===== src/rtl/lsu_pkg.sv =====
// Shared encodings for the load/store unit: access sizes, FSM states, lane count.
package lsu_pkg;
  localparam int LANES = 4;

  typedef enum logic [1:0] {
    SZ_BYTE = 2'b00,
    SZ_HALF = 2'b01,
    SZ_WORD = 2'b10,
    SZ_RSVD = 2'b11
  } size_e;

  typedef enum logic [1:0] {
    ST_IDLE   = 2'b00,
    ST_ACCESS = 2'b01,
    ST_MERGE  = 2'b10,
    ST_RESP   = 2'b11
  } state_e;

  // Reserved size or an address not aligned to the access size.
  function automatic logic access_err(input logic [1:0] size, input logic [1:0] off);
    return (size == SZ_RSVD) ||
           ((size == SZ_HALF) && off[0]) ||
           ((size == SZ_WORD) && (off != 2'b00));
  endfunction
endpackage


===== src/rtl/lsu_lane.sv =====
// Byte-lane datapath: load extract/extend and sub-word store merge into an old word.
module lsu_lane
  import lsu_pkg::*;
(
  input  logic [LANES*8-1:0] i_word,
  input  logic [LANES*8-1:0] i_new,
  input  logic [1:0]         i_off,
  input  logic [1:0]         i_size,
  input  logic               i_unsigned,
  output logic [LANES*8-1:0] o_load,
  output logic [LANES*8-1:0] o_merged
);
  logic [LANES*8-1:0] w_shift;
  logic [LANES*8-1:0] w_mask;
  logic [LANES*8-1:0] w_data;
  logic [4:0]         w_bits;

  assign w_bits  = {i_off, 3'b000};
  assign w_shift = i_word >> w_bits;
  assign w_data  = i_new << w_bits;

  always_comb begin
    o_load = w_shift;
    w_mask = '1;
    case (i_size)
      SZ_BYTE: begin
        o_load = {{24{~i_unsigned & w_shift[7]}}, w_shift[7:0]};
        w_mask = 32'h0000_00FF << w_bits;
      end
      SZ_HALF: begin
        o_load = {{16{~i_unsigned & w_shift[15]}}, w_shift[15:0]};
        w_mask = 32'h0000_FFFF << w_bits;
      end
      default: begin
        o_load = i_word;
        w_mask = '1;
      end
    endcase
  end

  assign o_merged = (i_word & ~w_mask) | (w_data & w_mask);
endmodule


===== src/rtl/lsu.sv =====
// Load/store unit: one request at a time, word-only memory, RMW for sub-word stores.
// Optional saturating response counters when LSU_STATS_EN is defined.
// Handshakes: a transfer happens on a rising edge where valid && ready are both high.
module lsu
  import lsu_pkg::*;
#(
  parameter int A_WIDTH = 32,
  parameter int D_WIDTH = 32
) (
  input  logic               clk,
  input  logic               rst,
  input  logic               req_valid,
  output logic               req_ready,
  input  logic               req_we,
  input  logic [1:0]         req_size,
  input  logic               req_unsigned,
  input  logic [A_WIDTH-1:0] req_addr,
  input  logic [D_WIDTH-1:0] req_wdata,
  output logic               resp_valid,
  input  logic               resp_ready,
  output logic [D_WIDTH-1:0] resp_rdata,
  output logic               resp_err,
  output logic               mem_we,
  output logic [A_WIDTH-1:0] mem_w_addr,
  output logic [D_WIDTH-1:0] mem_w_data,
  output logic               mem_re,
  output logic [A_WIDTH-1:0] mem_r_addr,
  input  logic [D_WIDTH-1:0] mem_r_data,
`ifdef LSU_STATS_EN
  output logic [15:0]        stat_loads,
  output logic [15:0]        stat_stores,
  output logic [15:0]        stat_errs,
`endif
  output logic [1:0]         dbg_state
);
  state_e             r_state, w_next;
  logic               r_we, r_unsigned;
  logic [1:0]         r_size;
  logic [A_WIDTH-1:0] r_addr;
  logic [D_WIDTH-1:0] r_wdata, r_merged, r_rdata;
  logic               r_err;
  logic               w_err, w_accept, w_sub_store;
  logic [D_WIDTH-1:0] w_load, w_merged;
  logic [A_WIDTH-1:0] w_aligned;

  assign w_err       = access_err(r_size, r_addr[1:0]);
  assign w_accept    = req_valid && req_ready;
  assign w_sub_store = r_we && (r_size != SZ_WORD);
  assign w_aligned   = {r_addr[A_WIDTH-1:2], 2'b00};

  lsu_lane u_lane (
    .i_word     (mem_r_data),
    .i_new      (r_wdata),
    .i_off      (r_addr[1:0]),
    .i_size     (r_size),
    .i_unsigned (r_unsigned),
    .o_load     (w_load),
    .o_merged   (w_merged)
  );

  always_ff @(posedge clk or negedge rst) begin
    if (!rst) r_state <= ST_IDLE;
    else      r_state <= w_next;
  end

  always_comb begin
    w_next = r_state;
    case (r_state)
      ST_IDLE:   if (req_valid) w_next = ST_ACCESS;
      ST_ACCESS: w_next = (!w_err && w_sub_store) ? ST_MERGE : ST_RESP;
      ST_MERGE:  w_next = ST_RESP;
      ST_RESP:   if (resp_ready) w_next = ST_IDLE;
      default:   w_next = ST_IDLE;
    endcase
  end

  // Strobes decode from state alone, so an async reset drops them immediately.
  always_comb begin
    req_ready  = (r_state == ST_IDLE);
    resp_valid = (r_state == ST_RESP);
    mem_re     = (r_state == ST_ACCESS) && !w_err && (!r_we || w_sub_store);
    mem_we     = ((r_state == ST_ACCESS) && !w_err && r_we && !w_sub_store) ||
                 (r_state == ST_MERGE);
    mem_w_data = (r_state == ST_MERGE) ? r_merged : r_wdata;
  end

  assign mem_w_addr = w_aligned;
  assign mem_r_addr = w_aligned;
  assign resp_rdata = r_rdata;
  assign resp_err   = r_err;
  assign dbg_state  = r_state;

  always_ff @(posedge clk or negedge rst) begin
    if (!rst) begin
      r_we       <= 1'b0;
      r_unsigned <= 1'b0;
      r_size     <= 2'b00;
      r_addr     <= '0;
      r_wdata    <= '0;
      r_merged   <= '0;
      r_rdata    <= '0;
      r_err      <= 1'b0;
    end else if (w_accept) begin
      r_we       <= req_we;
      r_unsigned <= req_unsigned;
      r_size     <= req_size;
      r_addr     <= req_addr;
      r_wdata    <= req_wdata;
      r_rdata    <= '0;
      r_err      <= 1'b0;
    end else if (r_state == ST_ACCESS) begin
      r_err    <= w_err;
      r_rdata  <= (w_err || r_we) ? '0 : w_load;
      r_merged <= w_merged;
    end
  end

`ifdef LSU_STATS_EN
  logic w_done;
  assign w_done = resp_valid && resp_ready;

  always_ff @(posedge clk or negedge rst) begin
    if (!rst) begin
      stat_loads  <= '0;
      stat_stores <= '0;
      stat_errs   <= '0;
    end else if (w_done) begin
      if (r_err) begin
        if (stat_errs != 16'hFFFF) stat_errs <= stat_errs + 16'd1;
      end else if (r_we) begin
        if (stat_stores != 16'hFFFF) stat_stores <= stat_stores + 16'd1;
      end else begin
        if (stat_loads != 16'hFFFF) stat_loads <= stat_loads + 16'd1;
      end
    end
  end
`endif
endmodule

===== config.mk =====
export PLATFORM = sky130hd
export DESIGN_NAME = lsu
export DESIGN_NICKNAME = d
export VERILOG_FILES = /design/src/rtl/lsu_pkg.sv /design/src/rtl/lsu_lane.sv /design/src/rtl/lsu.sv
export SDC_FILE = /design/constraint.sdc
export NUM_CORES = 1
export LEC_CHECK = 0
export BUFFER_PORTS_ARGS = -buffer_cell sky130_fd_sc_hd__buf_4
export CAP_MARGIN = 20
export CORE_MARGIN = 3
export CORE_UTILIZATION = 56
export DETAILED_ROUTE_END_ITERATION = 8
export GPL_ROUTABILITY_DRIVEN = 0
export PLACE_DENSITY_LB_ADDON = 0.1
export SETUP_SLACK_MARGIN = 0.5
export SLEW_MARGIN = 30
export SYNTH_ARGS = -nofsm -noshare
export SYNTH_HDL_FRONTEND = slang
export SYNTH_SLANG_ARGS = --single-unit

===== constraint.sdc =====
create_clock -name clk -period 5.05 [get_ports clk]
set_input_delay 0.2525 -clock clk [delete_from_list [all_inputs] [get_ports clk]]
set_output_delay 0.2525 -clock clk [all_outputs]
set_load 0.02 [all_outputs]

# After elaboration in Yosys (flattened, before gate mapping)
# Cells that the tools add are included.
totals:
  register_bits: 135
  input_bits: 104
  elab_cells: 65
classes:
  n_eq_ne: 9
  n_shift: 4
  n_mux: 12
  bitwise: 8
  reduce_logical: 23
ops:
  columns: ["operator", "n"]
  rows:
  - ["two-way mux 32 bit", 4]
  - ["case mux 32 bit (2 select lines)", 2]
  - ["AND 32 bit", 2]
  - ["inverter 32 bit", 1]
  - ["OR 32 bit", 1]
  - ["left shift 16 x 5 -> 32 bit, first input constant", 1]
  - ["left shift 32 x 5 -> 32 bit", 1]
  - ["left shift 8 x 5 -> 32 bit, first input constant", 1]
  - [">> shifter 32 x 5 -> 16 bit", 1]
  - ["logical AND 1 bit", 9]
  - ["equality test 2 bit, second input constant", 4]
  - ["case mux 2 bit (4 select lines)", 1]
  - ["logical OR 1 bit", 5]
  - ["equality test 2 x 1 -> 1 bit, second input constant", 2]
  - ["zero test 2 bit", 2]
  - ["two-way mux 2 bit", 2]
  - ["inequality test 2 bit, second input constant", 2]
  - ["AND reduction 2 bit", 2]
  - ["nonzero test 2 bit", 2]
  - ["zero test 1 bit", 3]
  - ["two-way mux 1 bit", 3]
  - ["AND 1 bit", 2]
  - ["inequality test 2 x 1 -> 1 bit, second input constant", 1]
  - ["inverter 1 bit", 2]

# Longest topological paths before layout
# Gate-level depths: netlist (run 1).
depth:
  depth_word: 9
  depth_mapped: 8
  depth_no_buf: 6

# Cells and area by module
# A second synthesis (run 1) with hierarchy kept.
hier_totals:
  hier_cells: 662
  hier_area_um2: 7656.1
modules_own_cells:
  columns: ["mod", "n_inst", "cells_each", "area_each_um2", "seq_area_each_um2"]
  rows:
  - ["lsu", 1, 413, 5997.0, 3378.2]
  - ["lsu_lane", 1, 249, 1659.1, 0.0]

# Worst setup path after synthesis (run 1)
# Ideal clock, no wire load.
synth_timing:
  kind: "register -> register"
  start: "reg r_state[0] (netlist: dbg_state[0])"
  end: "reg r_wdata[10]"
  setup_ps: 125
  arrival_ps: 1901
  t_required_ps: 4925
  path_slack_ps: 3024
  path_stages_with_launch: 7
  path_buffers: 2
  synth_period_minus_slack_ps: 2026
  path_cell_list: "dfrtp_1 inv_1 ha_1 nand2_1 buf_2 buf_2 mux2_2"
synth_via:
  elab_chain_cells: 2
synth_lines:
  columns: ["element", "line_no", "source"]
  rows:
  - ["from (decl)", "lsu.sv:36", "state_e r_state, w_next;"]
  - ["from (signal assigned)", "lsu.sv:63", "else r_state <= w_next;"]
  - ["zero test 2 bit", "lsu.sv:79", "req_ready = (r_state == ST_IDLE);"]
  - ["named net req_ready", "lsu.sv:13", "output logic req_ready,"]
  - ["logical AND 1 bit", "lsu.sv:47", "assign w_accept = req_valid && req_ready;"]
  - ["to (signal assigned)", "lsu.sv:108", "r_wdata <= req_wdata;"]
  - ["to (decl)", "lsu.sv:40", "logic [D_WIDTH-1:0] r_wdata, r_merged, r_rdata;"]
# The timed path passes the listed nets, and every way through them passes these cells.
# A chain may end at the register's enable or synchronous reset.

# Worst setup path after layout (run 1)
layout_timing:
  start: "reg r_state[1] (netlist: dbg_state[1])"
  end: "reg r_rdata[25] (netlist: resp_rdata[25])"
layout_via:
  elab_chain_cells: 3
  elab_cells_between_ends: 5
layout_lines:
  columns: ["element", "line_no", "source"]
  rows:
  - ["zero test 2 bit", "lsu.sv:79", null]
  - ["logical AND 1 bit", "lsu.sv:47", null]
  - ["two-way mux 32 bit / nonzero test 2 bit (equally long branches)", null, null]
  - ["to (signal assigned)", "lsu.sv:113", "r_rdata <= (w_err || r_we) ? '0 : w_load;"]
  - ["to (decl)", "lsu.sv:40", null]
# Parallel ways exist; a longest one is shown, timed or not.

==> flow_metrics.env, run 1 <==
export IMPL_synth_ff_type="dfrtp_1"
export IMPL_vias=5791
export IMPL_crit_family="compound AO/OA/AOI/OAI gates"
export IMPL_yosysSeqAreaShare_pct=45.8
export IMPL_synth_top_family_by_area="multiplexers"
export IMPL_post_place_cells=961
export IMPL_async_flop_share_pct=100
export IMPL_vias_per_cell=5.85
export IMPL_dr_pass1_iters=5
export IMPL_finalHoldViolations=0
export IMPL_drive_gt1_share_pct=46.9
export IMPL_path_cells="inv_1 > ha_4 > o211a_1 > nand4_2 > nand2_1"
export IMPL_relSlewSlack_pct=39.3
export IMPL_yosysTopAreaCell="dfrtp_1"
export IMPL_final_nets=917
export IMPL_track_usage_pct=27.3
export IMPL_p_int_mw=4.22
export IMPL_die_area_um2=14600
export IMPL_rows=41
export IMPL_p_leak_nw=4.42
export IMPL_slowest_delay_ns=0.76
export IMPL_die_h_um=121
export IMPL_crit_fanout=61
export IMPL_rsz0062_at_grt="false"
export IMPL_clk_insertion_delay_late_ns=0.42
export IMPL_cts_tree="yes"
export IMPL_ys_types=46
export IMPL_cts_sinks=135
export IMPL_io_pins=239
export IMPL_post_cts_resized=0
export IMPL_ant_nets=0
export IMPL_antenna_found_initial=0
export IMPL_grt_max_degree=87
export IMPL_ir_drop_uv=394
export IMPL_switching_share_pct=43.3
export IMPL_finalWirelength_um=19900
export IMPL_cp_start_kind="flip-flop"
export IMPL_route_met2_wl_um=9820
export IMPL_yosysWarnings=0
export IMPL_worstPathRequired_ns=5.39
export IMPL_report_final_slew_viol_count=0
export IMPL_setup_tns_ns=0
export IMPL_clock_skew_ns=0.00755
export IMPL_fin_crit_ns=2.71
export IMPL_finalNonFillerCells=990
export IMPL_arrival_ns=3.05
export IMPL_dp_hpwl_um=14300
export IMPL_fp_dieW_um=121
export IMPL_initial_core_util_pct=57.8
export IMPL_clockRootBuffer="clkbuf_16"
export IMPL_fill_cells=930
export IMPL_topRoutingLayerUsed="met4"
export IMPL_diodes=0
export IMPL_muxShareOfSynthArea_pct=22.2
export IMPL_grt_ovfl_total=0
export IMPL_port_buffers=234
export IMPL_max_freq_ghz=0.369
export IMPL_cts_made_buffers=17
export IMPL_maxCapViolCount=0
export IMPL_route_detailed_drc=0
export IMPL_synth_top_area_share_pct=45.8
export IMPL_synth_seq_cells=135
export IMPL_post_cts_buffers=0
export IMPL_grt_pass1_vias=5699
export IMPL_power_frac_clock_pct=15.1
export IMPL_synthCells=662
export IMPL_power_density_nw_per_um2=807
export IMPL_hold_buffers=1
export IMPL_setup_violations=0
export IMPL_drtIter0Drc=472
export IMPL_area_growth_pct=25.2
export IMPL_grt_pass1_wl_um=30400
export IMPL_final_period_utilization_pct=53.7
export IMPL_wl_met3_um=1550
export IMPL_synth_simple_area_share_pct=6.51
export IMPL_worst_path_max_delay_cell="o211a_1"
export IMPL_synth_compound_area_share_pct=14.7
export IMPL_outcome="completed"
export IMPL_ctsLongestPathBuffers=2
export IMPL_critPathBufInv=1
export IMPL_avgRoutedWirePerCell_um=20.1
export IMPL_final_cell_mix="235 x buf_4, 133 x dfrtp_1, 100 x mux2_2"
export IMPL_ys_top_cells_by_area="dfrtp_1 46%, mux2_2 15%, buf_4 7.0%"
export IMPL_synth_edff_count=0
export IMPL_drt_met1_wl_um=7970
export IMPL_final_common_cell="buf_4"
export IMPL_crit_type="reg2reg"
export IMPL_p_switching_mw=3.23
export IMPL_worstSetupEndpointType="flip-flop"
export IMPL_synth_xor_area_share_pct=0
export IMPL_combPwrFrac_pct=54.5
export IMPL_synthesis_area_um2=7380
export IMPL_cts_clk_slew_worst_paths_ns=0.05
export IMPL_worstMarginPinSlew_ns=0.911
export IMPL_synthAdderAreaFrac_pct=0.678
export IMPL_htree_levels=4
export IMPL_hold_path_class="in2reg"
export IMPL_core_area_um2=12800
export IMPL_synth_area_per_cell_um2=11.2
export IMPL_p_seq_share_pct=30.3
sequential cells by signal, summed over array words and instances (netlist names):
register / count
r_addr: 32
r_merged: 32
r_wdata: 32
resp_rdata: 32
dbg_state: 2
r_size: 2
r_unsigned: 1
r_we: 1
resp_err: 1
kinds of logic (layout without fill, tap and decap cells):
kind of cell | Yosys count | count (layout)
AO/OA/AOI/OAI | 153 | 153
AND/OR/NAND/NOR | 101 | 101
buffers and inverters | 118 | 271
adder cells (fa/ha/maj) | 4 | 4
flip-flops | 135 | 135
multiplexers | 150 | 150
other | 1 | 4
per-stage QoR:
step           area [µm²]  utilization, %  hold slack (ns)  worst slack [ns]  total power [mW]
2_1_floorplan        7390               -          -0.0431              3.02              5.14
3_3_place_gp         8680            67.9            0.348              2.25              6.19
3_5_place_dp         8690            68.0            0.359              2.06              6.30
4_1_cts              9230            72.2           0.0548              2.02              7.46
5_1_grt              9240            72.3           0.0522              2.06              7.89
6_report             9240            72.3           0.0610              2.34              7.45
synthesized netlist by cell type (3+ instances only):
| cell type | count |
|---|---|
| a2bb2oi_1 | 6 |
| ha_1 | 4 |
| buf_1 | 6 |
| buf_4 | 69 |
| nand2b_1 | 5 |
| o22ai_1 | 7 |
| a211oi_1 | 8 |
| a221o_1 | 8 |
| and3_1 | 9 |
| a21oi_1 | 46 |
| o21a_1 | 3 |
| dfrtp_1 | 135 |
| o21ai_1 | 7 |
| nand2_1 | 36 |
| a211oi_2 | 7 |
| inv_1 | 4 |
| buf_6 | 4 |
| a22o_1 | 7 |
| buf_2 | 12 |
| mux2_2 | 100 |
| nor3b_1 | 8 |
| mux2i_1 | 49 |
| o21ai_0 | 19 |
| nor2b_1 | 3 |
| nor2_1 | 33 |
| a32oi_1 | 16 |
| o2bb2ai_1 | 8 |
| clkbuf_1 | 21 |
worst register-to-register path: stages, from the launching register on:
cell and delay, ns:
dfrtp_1 0.41, inv_1 0.16, ha_4 0.56, o211a_1 0.77, nand4_2 0.51, nand2_1 0.21
metal layers:
| metal | vias to the layer above | global-route usage, % |
|---|---|---|
| met5 | - | 0 |
| met4 | 0 | 11.3 |
| met3 | 46 | 6.13 |
| met2 | 294 | 45.5 |
| met1 | 2830 | 34.4 |
| li1 | 2621 | - |
power groups by stage:
stage	clock network (mW)	registers (mW)	logic, mW
final	1.13	2.26	4.06
after floorplan	0	2.10	3.05
after CTS	1.14	2.25	4.08
after detailed placement	0	2.25	4.05
after global placement	0	2.23	3.96
after global routing	1.19	2.34	4.36
layout make-up:
type / count / area (µm²) / area share (%)
clock buffers: 23 / 478 / 5.17
clock inverters: 5 / 50.0 / 0.542
inverters: 6 / 22.5 / 0.244
multi-input cells: 412 / 3300 / 35.8
flip-flops and latches: 135 / 3390 / 36.6
well taps: 172 / 215 / 2.33
repair buffers: 237 / 1790 / 19.3
worst paths after layout:
check	to	depth (start not counted)	slack (ns)	from
max reg2reg	resp_rdata[25]	5	2.34	dbg_state[1]
min	r_addr[13]	2	0.06	req_addr[13]
min reg2reg	resp_rdata[1]	2	0.49	resp_rdata[1]
min in group asynchronous	r_addr[15]	2	0.47	rst
max	resp_rdata[25]	5	2.34	dbg_state[1]
max in group asynchronous	resp_rdata[26]	3	3.45	rst
(Power assumes the default switching activity.)
==> run 2: changes to the inputs <==
Settings changed: CORE_UTILIZATION 56 to 47.
Clock period 5.05 ns to 2.21 ns, I/O delays scaled along.
==> run 2 against run 1 <==
Sequential share of layout area decreased by 7.3 points. Utilization increased by 3.2 points. Design area rose by 25%. Non-clock buffer count up 148. Sequential power is 120% higher. Clock power increased to 2.5 times the previous value. Power grew to 2.8 times the previous value. Flip-flop and latch count unchanged. Global-route usage grew 0.31 points.
==> flow_metrics.env, run 2 (synthesized netlist as in run 1, its figures left out) <==
export IMPL_vias=6639
export IMPL_die_h_um=131
export IMPL_final_period_utilization_pct=87.1
export IMPL_antenna_found_initial=0
export IMPL_crit_fanout=8
export IMPL_maxCapViolCount=0
export IMPL_rows=45
export IMPL_final_cell_mix="243 x buf_4, 130 x dfrtp_1, 78 x dlygate4sd3_1"
export IMPL_setup_tns_ns=0
export IMPL_cts_sinks=135
export IMPL_max_freq_ghz=0.520
export IMPL_cts_made_buffers=17
export IMPL_cp_depth=6
export IMPL_clk_insertion_delay_late_ns=0.42
export IMPL_track_usage_pct=27.6
export IMPL_grt_max_degree=64
export IMPL_ir_drop_uv=1040
export IMPL_port_buffers=234
export IMPL_hold_path_class="in2reg"
export IMPL_crit_family="buffers and inverters"
export IMPL_worst_path_max_delay_cell="dfrtp_2"
export IMPL_diodes=0
export IMPL_rsz0062_at_grt="true"
export IMPL_avgRoutedWirePerCell_um=21.3
export IMPL_placed_cell_area_um2=8900
export IMPL_fin_crit_ns=1.92
export IMPL_crit_end="mem_w_data[24]"
export IMPL_area_growth_pct=56.2
export IMPL_core_area_um2=15300
export IMPL_worstMarginPinSlew_ns=0.533
export IMPL_critPathBufInv=4
export IMPL_ctsLongestPathBuffers=2
export IMPL_finalPower_mw=20.6
export IMPL_cts_tree="yes"
export IMPL_arrival_ns=1.81
export IMPL_grt_ovfl_total=0
export IMPL_final_common_cell="buf_4"
export IMPL_grt_pass1_wl_um=37700
export IMPL_report_final_slew_viol_count=0
export IMPL_slowest_delay_ns=0.41
export IMPL_drive_gt1_share_pct=50.5
export IMPL_worstPathRequired_ns=2.10
export IMPL_clock_skew_ns=0.00825
export IMPL_io_pins=239
export IMPL_fp_dieW_um=131
export IMPL_initial_core_util_pct=48.4
export IMPL_cp_start_kind="flip-flop"
export IMPL_finalWirelength_um=25200
export IMPL_worstSetupStartpoint="dbg_state[0]"
export IMPL_r2r_end="r_addr[21]"
export IMPL_reg2reg_from="dbg_state[1]"
export IMPL_die_area_um2=17200
export IMPL_stdcell_area_um2=11500
export IMPL_htree_levels=4
export IMPL_dp_hpwl_um=15600
export IMPL_worstSetupEndpointType="output pin"
export IMPL_r2r_slack_ns=0.33
export IMPL_finalHoldViolations=0
export IMPL_cts_clk_slew_worst_paths_ns=0.05
export IMPL_grt_pass1_vias=6601
export IMPL_cp_common_cell="buf_6"
export IMPL_route_detailed_drc=0
export IMPL_vias_per_cell=5.62
export IMPL_power_density_nw_per_um2=1790
export IMPL_clockRootBuffer="clkbuf_16"
export IMPL_drtIter0Drc=494
export IMPL_crit_type="reg2out"
export IMPL_min_path_cells=3
export IMPL_reg2reg_depth=7
export IMPL_setup_violations=0
export IMPL_relSlewSlack_pct=64.4
export IMPL_ant_nets=0
export IMPL_p_leak_nw=5.47
export IMPL_dr_pass1_iters=5
export IMPL_final_nets=1066
export IMPL_outcome="completed"
export IMPL_path_cells="inv_2 > ha_4 > buf_6 > buf_16 > mux2_4 > buf_6"
## run 2: cell types whose count changed in the layout (fill, tap and decap cells not counted), moves of 9 or more
cell           previous run  this run
dlygate4sd3_1             1        78
a32oi_2                   0        10
mux2_4                    0        32
buf_6                     1        42
mux2_2                  100        68
a32oi_1                  16         6
buf_12                    0         9
## run 2: timing repair
item,4_1_cts,5_1_grt
setup endpoints to repair,135,137
hold buffers,78,0
pin swaps,5,9
gates cloned,8,4
setup buffers,24,18
endpoints found under the hold margin,132,0
resized for setup,100,52
## run 2: power breakdown
part           switching, mW  internal, mW
clock network           1.04          1.79
registers               1.23          3.75
logic                   6.34          6.47
total                   8.61          12.0
## run 2: through the flow
step / utilization (%) / setup WS [ns] / hold WS, ns / std cells
6_report: 75.5 / 0.286 / 0.0141 / 1182
5_1_grt: 75.5 / 0.246 / 0.0193 / 1182
4_1_cts: 72.4 / 0.287 / 0.000127 / 1160
3_5_place_dp: 58.3 / 0.207 / 0.108 / 1018
3_3_place_gp: 58.3 / 0.381 / 0.0958 / 1018
2_1_floorplan: - / 0.418 / -0.185 / 665
## run 2: worst min-delay path by stage
stage | start | end | slack, ns
final | mem_r_data[31] | resp_rdata[31] | 0.01
after CTS | mem_r_data[31] | resp_rdata[31] | 0.0001
after global placement | rst | resp_rdata[25] | 0.1
after global routing | mem_r_data[31] | resp_rdata[31] | 0.02
after floorplan | rst | dbg_state[0] | -0.19
after detailed placement | rst | resp_rdata[27] | 0.11
## run 2: final cells by class
class	count	area [µm²]
fillers	978	3730
multi-input cells	413	3660
repair buffers	385	3600
flip-flops and latches	135	3380
clock buffers	22	454
well taps	211	264
clock inverters	10	128
inverters	6	35.0
## run 2: worst register-to-register path, stage by stage, from the launching register on
cell and delay [ns]:
dfrtp_2 0.39, buf_4 0.15, clkinvlp_4 0.14, ha_4 0.23, nand2_8 0.10, buf_12 0.13, bufbuf_16 0.28, mux2_2 0.34
## run 2: routing by layer
metal | track usage, % | share of wire [%] | vias up
met5 | 0 | 0 | -
met4 | 10.1 | 3.8 | 0
met3 | 7.62 | 8.5 | 68
met2 | 44.2 | 47 | 375
met1 | 36.0 | 40 | 3251
li1 | - | - | 2945
